`src/rtl/uart_fifo_if.sv`:
```
// Register-window bus for uart_fifo: one access per valid strobe, wr selects direction.
interface uart_fifo_if;
  logic        addr;
  logic [31:0] din;
  logic [31:0] dout;
  logic        wr;
  logic        valid;

  modport master (output addr, din, wr, valid, input dout);
  modport slave  (input addr, din, wr, valid, output dout);
endinterface

```
`src/rtl/uart_fifo.sv`:
```
// Buffered 8N1 UART: TX FIFO + shifter, optional RX path, DATA/STATUS register window.
// Define UART_RX_EN to build the receiver and RX FIFO; without it the block is TX-only.
module uart_fifo #(
  parameter int unsigned CLK_DIV  = 434,
  parameter int unsigned TX_DEPTH = 16,
  parameter int unsigned RX_DEPTH = 16
) (
  input  logic       clk,
  input  logic       rst_n,
  uart_fifo_if.slave bus,
  input  logic       rxd,
  output logic       txd
);
  localparam int unsigned   CW       = $clog2(CLK_DIV);
  localparam int unsigned   TXAW     = $clog2(TX_DEPTH);
  localparam int unsigned   TXPW     = TXAW + 1;
  localparam logic [CW-1:0] BIT_END  = CW'(CLK_DIV - 1);
  localparam logic [CW-1:0] HALF_END = CW'(CLK_DIV / 2 - 1);

  typedef enum logic {TX_IDLE, TX_SHIFT} tx_state_e;

  logic data_wr, data_rd, stat_rd;
  assign data_wr = bus.valid &  bus.wr & ~bus.addr;
  assign data_rd = bus.valid & ~bus.wr & ~bus.addr;
  assign stat_rd = bus.valid & ~bus.wr &  bus.addr;

  logic unused_din;
  assign unused_din = ^bus.din[31:8];

  // TX FIFO
  logic [7:0]      tx_mem_q [TX_DEPTH];
  logic [TXPW-1:0] tx_wr_ptr_q, tx_rd_ptr_q;
  logic            tx_empty, tx_full, tx_push, tx_pop;
  logic [7:0]      tx_head;

  assign tx_empty = (tx_wr_ptr_q == tx_rd_ptr_q);
  assign tx_full  = (tx_wr_ptr_q[TXAW] != tx_rd_ptr_q[TXAW]) &&
                    (tx_wr_ptr_q[TXAW-1:0] == tx_rd_ptr_q[TXAW-1:0]);
  assign tx_push  = data_wr & (~tx_full | tx_pop);
  assign tx_head  = tx_mem_q[tx_rd_ptr_q[TXAW-1:0]];

  always_ff @(posedge clk) begin
    if (tx_push) tx_mem_q[tx_wr_ptr_q[TXAW-1:0]] <= bus.din[7:0];
  end

  // TX shifter: frame is {stop, data, start}, txd is the register LSB
  tx_state_e     tx_state_q, tx_state_d;
  logic [CW-1:0] tx_cnt_q, tx_cnt_d;
  logic [3:0]    tx_bit_q, tx_bit_d;
  logic [9:0]    tx_shift_q, tx_shift_d;

  always_comb begin
    tx_state_d = tx_state_q;
    tx_cnt_d   = tx_cnt_q;
    tx_bit_d   = tx_bit_q;
    tx_shift_d = tx_shift_q;
    tx_pop     = 1'b0;
    case (tx_state_q)
      TX_IDLE: tx_pop = ~tx_empty;
      TX_SHIFT: begin
        if (tx_cnt_q != BIT_END) begin
          tx_cnt_d = tx_cnt_q + CW'(1);
        end else if (tx_bit_q != 4'd9) begin
          tx_cnt_d   = '0;
          tx_bit_d   = tx_bit_q + 4'd1;
          tx_shift_d = {1'b1, tx_shift_q[9:1]};
        end else if (tx_empty) begin
          tx_cnt_d   = '0;
          tx_shift_d = '1;
          tx_state_d = TX_IDLE;
        end else begin
          tx_pop = 1'b1;
        end
      end
    endcase
    // Loading straight from the stop bit keeps back-to-back frames gapless
    if (tx_pop) begin
      tx_state_d = TX_SHIFT;
      tx_shift_d = {1'b1, tx_head, 1'b0};
      tx_cnt_d   = '0;
      tx_bit_d   = '0;
    end
  end

  assign txd = tx_shift_q[0];

  logic       ovr, ferr, rx_avail;
  logic [7:0] rx_head;
  logic       tx_idle;
  logic [31:0] status, dout_q, dout_d;

  assign tx_idle = tx_empty & (tx_state_q == TX_IDLE);
  assign status  = {17'h0, tx_idle, ~tx_full, 10'h0, ferr, ovr, rx_avail};

  always_comb begin
    dout_d = dout_q;
    if (stat_rd)      dout_d = status;
    else if (data_rd) dout_d = rx_avail ? {24'h0, rx_head} : 32'h0;
  end

  assign bus.dout = dout_q;

  always_ff @(posedge clk or negedge rst_n) begin
    if (!rst_n) begin
      tx_wr_ptr_q <= '0;
      tx_rd_ptr_q <= '0;
      tx_state_q  <= TX_IDLE;
      tx_cnt_q    <= '0;
      tx_bit_q    <= '0;
      tx_shift_q  <= '1;
      dout_q      <= '0;
    end else begin
      if (tx_push) tx_wr_ptr_q <= tx_wr_ptr_q + TXPW'(1);
      if (tx_pop)  tx_rd_ptr_q <= tx_rd_ptr_q + TXPW'(1);
      tx_state_q <= tx_state_d;
      tx_cnt_q   <= tx_cnt_d;
      tx_bit_q   <= tx_bit_d;
      tx_shift_q <= tx_shift_d;
      dout_q     <= dout_d;
    end
  end

`ifdef UART_RX_EN
  localparam int unsigned RXAW = $clog2(RX_DEPTH);
  localparam int unsigned RXPW = RXAW + 1;

  typedef enum logic [1:0] {RX_IDLE, RX_START, RX_DATA, RX_STOP} rx_state_e;

  logic            rx_s1_q, rx_s2_q, rx_prev_q;
  rx_state_e       rx_state_q, rx_state_d;
  logic [CW-1:0]   rx_cnt_q, rx_cnt_d;
  logic [2:0]      rx_bit_q, rx_bit_d;
  logic [7:0]      rx_shift_q, rx_shift_d;
  logic            rx_done, rx_ferr;
  logic [7:0]      rx_mem_q [RX_DEPTH];
  logic [RXPW-1:0] rx_wr_ptr_q, rx_rd_ptr_q;
  logic            rx_empty, rx_full, rx_push, rx_pop;
  logic            ovr_q, ferr_q;

  always_comb begin
    rx_state_d = rx_state_q;
    rx_cnt_d   = rx_cnt_q;
    rx_bit_d   = rx_bit_q;
    rx_shift_d = rx_shift_q;
    rx_done    = 1'b0;
    rx_ferr    = 1'b0;
    case (rx_state_q)
      RX_IDLE: begin
        if (rx_prev_q & ~rx_s2_q) begin
          rx_state_d = RX_START;
          rx_cnt_d   = '0;
        end
      end
      RX_START: begin
        if (rx_cnt_q != HALF_END) begin
          rx_cnt_d = rx_cnt_q + CW'(1);
        end else begin
          rx_cnt_d   = '0;
          rx_bit_d   = '0;
          rx_state_d = rx_s2_q ? RX_IDLE : RX_DATA;
        end
      end
      RX_DATA: begin
        if (rx_cnt_q != BIT_END) begin
          rx_cnt_d = rx_cnt_q + CW'(1);
        end else begin
          rx_cnt_d   = '0;
          rx_shift_d = {rx_s2_q, rx_shift_q[7:1]};
          rx_bit_d   = rx_bit_q + 3'd1;
          if (rx_bit_q == 3'd7) rx_state_d = RX_STOP;
        end
      end
      RX_STOP: begin
        if (rx_cnt_q != BIT_END) begin
          rx_cnt_d = rx_cnt_q + CW'(1);
        end else begin
          rx_cnt_d   = '0;
          rx_done    = rx_s2_q;
          rx_ferr    = ~rx_s2_q;
          rx_state_d = RX_IDLE;
        end
      end
    endcase
  end

  assign rx_empty = (rx_wr_ptr_q == rx_rd_ptr_q);
  assign rx_full  = (rx_wr_ptr_q[RXAW] != rx_rd_ptr_q[RXAW]) &&
                    (rx_wr_ptr_q[RXAW-1:0] == rx_rd_ptr_q[RXAW-1:0]);
  assign rx_pop   = data_rd & ~rx_empty;
  // A concurrent CPU pop frees the slot, so a push into a full FIFO still lands
  assign rx_push  = rx_done & (~rx_full | rx_pop);

  always_ff @(posedge clk) begin
    if (rx_push) rx_mem_q[rx_wr_ptr_q[RXAW-1:0]] <= rx_shift_q;
  end

  always_ff @(posedge clk or negedge rst_n) begin
    if (!rst_n) begin
      rx_s1_q     <= 1'b1;
      rx_s2_q     <= 1'b1;
      rx_prev_q   <= 1'b1;
      rx_state_q  <= RX_IDLE;
      rx_cnt_q    <= '0;
      rx_bit_q    <= '0;
      rx_shift_q  <= '0;
      rx_wr_ptr_q <= '0;
      rx_rd_ptr_q <= '0;
      ovr_q       <= 1'b0;
      ferr_q      <= 1'b0;
    end else begin
      rx_s1_q    <= rxd;
      rx_s2_q    <= rx_s1_q;
      rx_prev_q  <= rx_s2_q;
      rx_state_q <= rx_state_d;
      rx_cnt_q   <= rx_cnt_d;
      rx_bit_q   <= rx_bit_d;
      rx_shift_q <= rx_shift_d;
      if (rx_push) rx_wr_ptr_q <= rx_wr_ptr_q + RXPW'(1);
      if (rx_pop)  rx_rd_ptr_q <= rx_rd_ptr_q + RXPW'(1);
      // New events win over a coincident clear-on-read
      ovr_q  <= (ovr_q & ~stat_rd) | (rx_done & rx_full & ~rx_pop);
      ferr_q <= (ferr_q & ~stat_rd) | rx_ferr;
    end
  end

  assign ovr      = ovr_q;
  assign ferr     = ferr_q;
  assign rx_avail = ~rx_empty;
  assign rx_head  = rx_mem_q[rx_rd_ptr_q[RXAW-1:0]];
`else
  logic unused_rx;
  assign unused_rx = rxd;
  assign ovr       = 1'b0;
  assign ferr      = 1'b0;
  assign rx_avail  = 1'b0;
  assign rx_head   = 8'h0;
`endif
endmodule

```
`src/flat_wrapper.sv`:
```
// flat-port wrapper written by rule: the top's interface ports become plain ports
module uart_fifo_flat 
#(
  parameter int unsigned CLK_DIV  = 434,
  parameter int unsigned TX_DEPTH = 16,
  parameter int unsigned RX_DEPTH = 16
)
  (clk, rst_n, rxd, txd, bus_addr, bus_din, bus_wr, bus_valid, bus_dout);
  uart_fifo_if bus_i ();
  input  logic clk;
  input  logic rst_n;
  input  logic rxd;
  output logic txd;
  input wire logic [$bits(bus_i.addr)-1:0] bus_addr;
  input wire logic [$bits(bus_i.din)-1:0] bus_din;
  input wire logic [$bits(bus_i.wr)-1:0] bus_wr;
  input wire logic [$bits(bus_i.valid)-1:0] bus_valid;
  output wire logic [$bits(bus_i.dout)-1:0] bus_dout;
  assign bus_i.addr = bus_addr;
  assign bus_i.din = bus_din;
  assign bus_i.wr = bus_wr;
  assign bus_i.valid = bus_valid;
  assign bus_dout = bus_i.dout;
  uart_fifo #(.CLK_DIV(CLK_DIV), .TX_DEPTH(TX_DEPTH), .RX_DEPTH(RX_DEPTH)) u_core (.clk(clk), .rst_n(rst_n), .bus(bus_i), .rxd(rxd), .txd(txd));
endmodule
```
`config.mk`:
```
export PLATFORM = sky130hd
export DESIGN_NAME = uart_fifo_flat
export DESIGN_NICKNAME = d
export VERILOG_FILES = /design/src/rtl/uart_fifo_if.sv /design/src/rtl/uart_fifo.sv /design/src/flat_wrapper.sv
export SDC_FILE = /design/constraint.sdc
export NUM_CORES = 1
export LEC_CHECK = 0
export ABC_AREA = 1
export BUFFER_PORTS_ARGS = -buffer_cell sky130_fd_sc_hd__buf_4
export CORE_MARGIN = 5
export CORE_UTILIZATION = 61
export CTS_BUF_LIST = sky130_fd_sc_hd__clkbuf_4
export DETAILED_ROUTE_END_ITERATION = 10
export GPL_ROUTABILITY_DRIVEN = 0
export HOLD_SLACK_MARGIN = 0.08
export PLACE_DENSITY = 0.94
export REMOVE_ABC_BUFFERS = 1
export SKIP_CTS_REPAIR_TIMING = 1
export SYNTH_ARGS = -nofsm -noshare
export SYNTH_HDL_FRONTEND = slang
export SYNTH_SLANG_ARGS = --single-unit
```
`constraint.sdc`:
```
create_clock -name clk -period 3.4 [get_ports clk]
set_clock_uncertainty 0.1 [all_clocks]
set_input_delay 0 -clock clk [delete_from_list [all_inputs] [get_ports clk]]
set_output_delay 0 -clock clk [all_outputs]
set_load 0.01 [all_outputs]
```
[Word-level counts from Yosys, hierarchy flattened]
Memories as Yosys holds them, arrays and structs flattened.
Index checks and enable logic that the tools add are counted.
Operators by class
  add/subtract/negate cells: 4
  eq/ne operators: 6
  multiplexer cells: 26
  bitwise logic cells: 13
  reductions and logical operators: 9
Operators by type and width (number)
  $mux W32: 2
  $mux W10: 5
  $mux W9: 5
  $mux W4: 4
  $add A5 B1 Y5 const B: 2
  $add A9 B1 Y9 const B: 1
  $mux W1: 9
  $ne A9 B9 Y1 const B: 1
  $and A1 B1 Y1: 7
  $reduce_and A3 Y1: 2
  $reduce_bool A2 Y1: 3
  $eq A5 B5 Y1: 1
  $not A1 Y1: 5
  $add A4 B1 Y4 const B: 1
  $eq A4 B4 Y1: 1
  $ne A4 B4 Y1 const B: 1
  $reduce_bool A4 Y1: 1
  $reduce_bool A3 Y1: 1
  $ne A2 B1 Y1 const B: 1
  $pmux W1 S2: 1
  $reduce_and A2 Y1: 1
  $logic_and A1 B1 Y1: 1
  $ne A1 B1 Y1: 1
  $or A1 B1 Y1: 1
Storage, ports and cells
  flip-flop bits (word level): 66
  bits in writable memories: 128
  input bits: 38
  output and inout bits: 33
  word-level logic and storage cells: 66
  memories: 1
Memories
  u_core.tx_mem_q: depth 16, bits a word 8, rd ports 1, clocked after Yosys merged registers in 0, write ports 1, RTL line uart_fifo.sv:31  | logic [7:0] tx_mem_q [TX_DEPTH];

[Depth between registers and ports, before layout]
  depth after elaboration: 9
  depth in mapped cells: 13
  mapped depth without buffers: 11

[Least setup slack after synthesis]
Ideal clock, no wire load.
  path kind: reg2reg
  from: reg u_core.tx_bit_q[1]
  to: mem u_core.tx_mem_q[13][0] (enable)
  setup time: 0.370 ns
  arrival: 1.879 ns
  required time: 2.930 ns
  path slack: 1.051 ns
  stages on the path, launching flop included: 12
  clock period less this slack: 2.349 ns
  cells stage by stage: dfrtp_1 inv_1 ha_1 nand2_1 nor2_4 inv_2 o21bai_4 nand2_4 nand2_4 nand2_4 buf_12 nor2_1
On the way
  word-level cells in the longest chain between the ends: 8
RTL lines
  from (decl): RTL line uart_fifo.sv:49  | logic [3:0] tx_bit_q, tx_bit_d;
  from (signal assigned): RTL line uart_fifo.sv:117  | tx_bit_q <= tx_bit_d;
  $ne A4 B4 Y1: RTL line uart_fifo.sv:63  | end else if (tx_bit_q != 4'd9) begin
  $mux W1: RTL line uart_fifo.sv:63
  $mux W1: RTL line uart_fifo.sv:61  | if (tx_cnt_q != BIT_END) begin
  $pmux W1 S2: RTL line uart_fifo.sv:58  | case (tx_state_q)
  $or A1 B1 Y1: RTL line uart_fifo.sv:39  | assign tx_push = data_wr & (~tx_full | tx_pop);
  $and A1 B1 Y1: RTL line uart_fifo.sv:39
  $mux W1: RTL line uart_fifo.sv:43  | if (tx_push) tx_mem_q[tx_wr_ptr_q[TXAW-1:0]] <= bus.din[7:0];
  $mux W1 (implied by the code): RTL line uart_fifo.sv:43
  to (decl): RTL line uart_fifo.sv:31
Every way passes these cells.

[Worst setup path in the final report]
  from: reg u_core.tx_rd_ptr_q[2]
  to: mem u_core.tx_mem_q[10][7] (enable)
On the way
  word-level cells in the longest chain between the ends: 9
RTL lines
  from (decl): RTL line uart_fifo.sv:32  | logic [TXPW-1:0] tx_wr_ptr_q, tx_rd_ptr_q;
  from (signal assigned): RTL line uart_fifo.sv:114  | if (tx_pop) tx_rd_ptr_q <= tx_rd_ptr_q + TXPW'(1);
  $eq A5 B5 Y1: RTL line uart_fifo.sv:36  | assign tx_empty = (tx_wr_ptr_q == tx_rd_ptr_q);
  $mux W1: RTL line uart_fifo.sv:67  | end else if (tx_empty) begin
  $mux W1: RTL line uart_fifo.sv:63
  $mux W1: RTL line uart_fifo.sv:61
  $pmux W1 S2: RTL line uart_fifo.sv:58
  $or A1 B1 Y1 (*): RTL line uart_fifo.sv:39
  $and A1 B1 Y1 (*): RTL line uart_fifo.sv:39
  $mux W1 (*): RTL line uart_fifo.sv:43
  $mux W1 (implied by the code) (*): RTL line uart_fifo.sv:43
Mark *: on every way between the ends. The rest lies on a longest branch, timed or not.

==> run metrics <==
critical path peak fanout=21; commonest non-fill, non-tap cells in the layout=nand2_1 (168), edfxtp_1 (128), nor2_1 (118); FF-to-FF End=u_core.tx_mem_q[10][7]; async set-reset flop share out of synthesis=21.5%; via count=5,342; ys flop type=edfxtp_1; core area=0.0120 sq mm; CP arrival=3.09 ns; number of synthesized flops with an enable pin=128; largest stage delay on the critical path=0.70 ns; nets=794; maximum VDD drop=0.493 mV; Hold Path Sink=u_core.tx_mem_q[0][2]; mapped cell area=0.00747 sq mm; TritonCTS buffer count=17; placed instance area=0.00754 sq mm; clk sinks=163; GR Overflow Total=0; leading cell type in the layout, fill and taps excluded=nand2_1; largest net degree at the start of global routing=66; Root Driver=clkbuf_4; cell depth of the worst flop-to-flop path=9; Worst-path clk slew=0.13 ns; Required @ worst endpoint=3.50 ns; H-tree levels=4; final count of pins violating max slew=0; min-delay src=bus_din[2]; Fin Setup TNS=0 ns; post-synthesis cell count=718; RSZ-0062 raised after global routing=false; Slew headroom=44.7%; reg-to-reg startpoint=u_core.tx_rd_ptr_q[2]; total power=5460 uW; Worst Hold Class=in2reg; Worst Setup End Kind=register; dominant cell type by area after synthesis=edfxtp_1; row cnt=40; total die area=0.0146 sq mm; CP Class=reg2reg; initial antenna violation count=1; Max clock buf depth=2; Detail Placement HPWL=9950 um; Residual DRC=0; register area share after synthesis=63.3%; synth unique cells=35; first-pass GRT wire length=24,700 um; final setup vio count=0; worst path cell trace=inv_2, nand2_1, nand2_1, nor2_4, nand3_4, nand2_4, nand2_4, nand2_4, nor2_1; Worst R2R Setup Slack=0.41 ns; Iteration-0 DRC Markers=648; highest clock rate=334 MHz; clk_lat worst skew=0.57 ns; initial core utilization=62.2%; Max stage delay cell, worst path=nor2_1; Hold Fails Final Rpt=0; Leak Pwr=0.00310 uW; flops & latches, synth=163; Synth Warn #=0; Avg Inst Size Synth=10.4 sq um; Final period util=88.0%; IO Pins=71; Setup crit start kind=register; routed len/inst=18.6 um; Final min period=2.99 ns; DRT Pass-1 Iters=6; post-route cell area=0.00802 sq mm; CTS tree=done; max cap viols=0; final WL=16,800 um; PortBufs=15; top cell type's share of synthesized area=51.5%; outcome=completed; pwr dens=680 mW/mm^2; vias in the first global route=5,005; Worst Tran Pin Value=0.826 ns; area grow syn2layout=7.34%; CP dominant cell by count=nand2_4; ranking of synthesized cells by area=edfxtp_1 (51%), dfrtp_1 (8.7%), nand2_1 (8.4%); hold path depth=2; Via density=5.90; layout cell share with drive strength beyond 1=12.4%; Die H=121 um; Chip Width=121 um; Final ANT Viol Nets=0; final core area utilization=66.8%; GRT Total Usage=22.3%
==> state kept, by name, indices dropped and copies added, names as in the netlist <==
register	flops
u_core.tx_shift_q	9
u_core.tx_rd_ptr_q	5
u_core.bus.dout	2
u_core.tx_state_q	1
u_core.tx_mem_q	128
u_core.tx_wr_ptr_q	5
u_core.tx_cnt_q	9
u_core.tx_bit_q	4
==> stage by stage <==
step	hold slack, ns	instances	setup WS [ns]
finish	0.220	906	0.408
global route	0.196	906	0.220
CTS	-0.755	887	0.470
detailed placement	-0.128	857	0.508
global placement	-0.127	857	0.611
floorplan	-0.396	688	0.0721
==> final cells by class <==
type / instances / area (sq um)
inverter: 26 / 97.6
clock buffer: 19 / 143
timing repair buffer: 40 / 355
sequential: 163 / 4730
multi-input combinational: 499 / 2360
antenna: 1 / 2.50
clock inverter: 11 / 139
tap: 147 / 184
fill: 822 / 3990
==> critical path, delay by kind of cell, from the launching register on <==
family / cells / cell delay [ns]
buffers and inverters: 1 / 0.26
AND/OR/NAND/NOR: 8 / 1.61
flip-flops: 1 / 0.63
==> power breakdown <==
part           switching, uW  internal, uW  total [uW]  leakage [uW]
registers                168          2350        2520       0.00157
logic                   1220           570        1790       0.00138
clock network            632           510        1140      0.000145
==> worst max-delay path by stage <==
stage	from	slack, ns	end	cells after the start
after floorplan	u_core.tx_rd_ptr_q[0]	0.07	u_core.tx_mem_q[0][0]	9
after global placement	u_core.tx_bit_q[1]	0.61	u_core.tx_mem_q[13][1]	10
after detailed placement	u_core.tx_bit_q[1]	0.51	u_core.tx_mem_q[13][1]	10
after CTS	u_core.tx_bit_q[1]	0.47	u_core.tx_mem_q[1][0]	10
after global routing	u_core.tx_rd_ptr_q[2]	0.22	u_core.tx_mem_q[10][5]	9
final	u_core.tx_rd_ptr_q[2]	0.41	u_core.tx_mem_q[10][7]	9
==> kinds of logic after synthesis <==
| kind of cell | count (synthesis) | synth area share, % |
|---|---|---|
| flops | 163 | 63.3 |
| buf+inv | 85 | 6.47 |
| other cells | 1 | 0.0502 |
| simple gates | 334 | 18.6 |
| fa+ha+maj | 9 | 1.51 |
| xor+xnor | 12 | 1.41 |
| compound gates | 114 | 8.61 |
==> metal layers <==
metal	share of wire [%]	track usage [%]	vias up
met3	8.8	4.77	79
met1	36	26.4	2507
met2	51	38.2	338
met5	0	0	-
li1	-	-	2418
met4	4.2	11.7	0
==> cell usage after synthesis, types with 2 or more instances <==
cell type  instances
a21oi_1           12
buf_2             13
buf_4             31
buf_6              2
clkbuf_1          12
dfrtp_1           26
dfstp_2            9
edfxtp_1         128
ha_1               9
inv_1             20
inv_2              5
nand2_1          168
nand2_2           10
nand2_4            3
nand3_1           20
nand3b_1           2
nor2_1           118
nor2_4             3
o211ai_1          16
o21ai_0           65
o21ai_1           10
o21ai_2            2
o22ai_1            6
or2_2              7
xnor2_1            4
xor2_1             8
(Power assumes the default switching activity.)
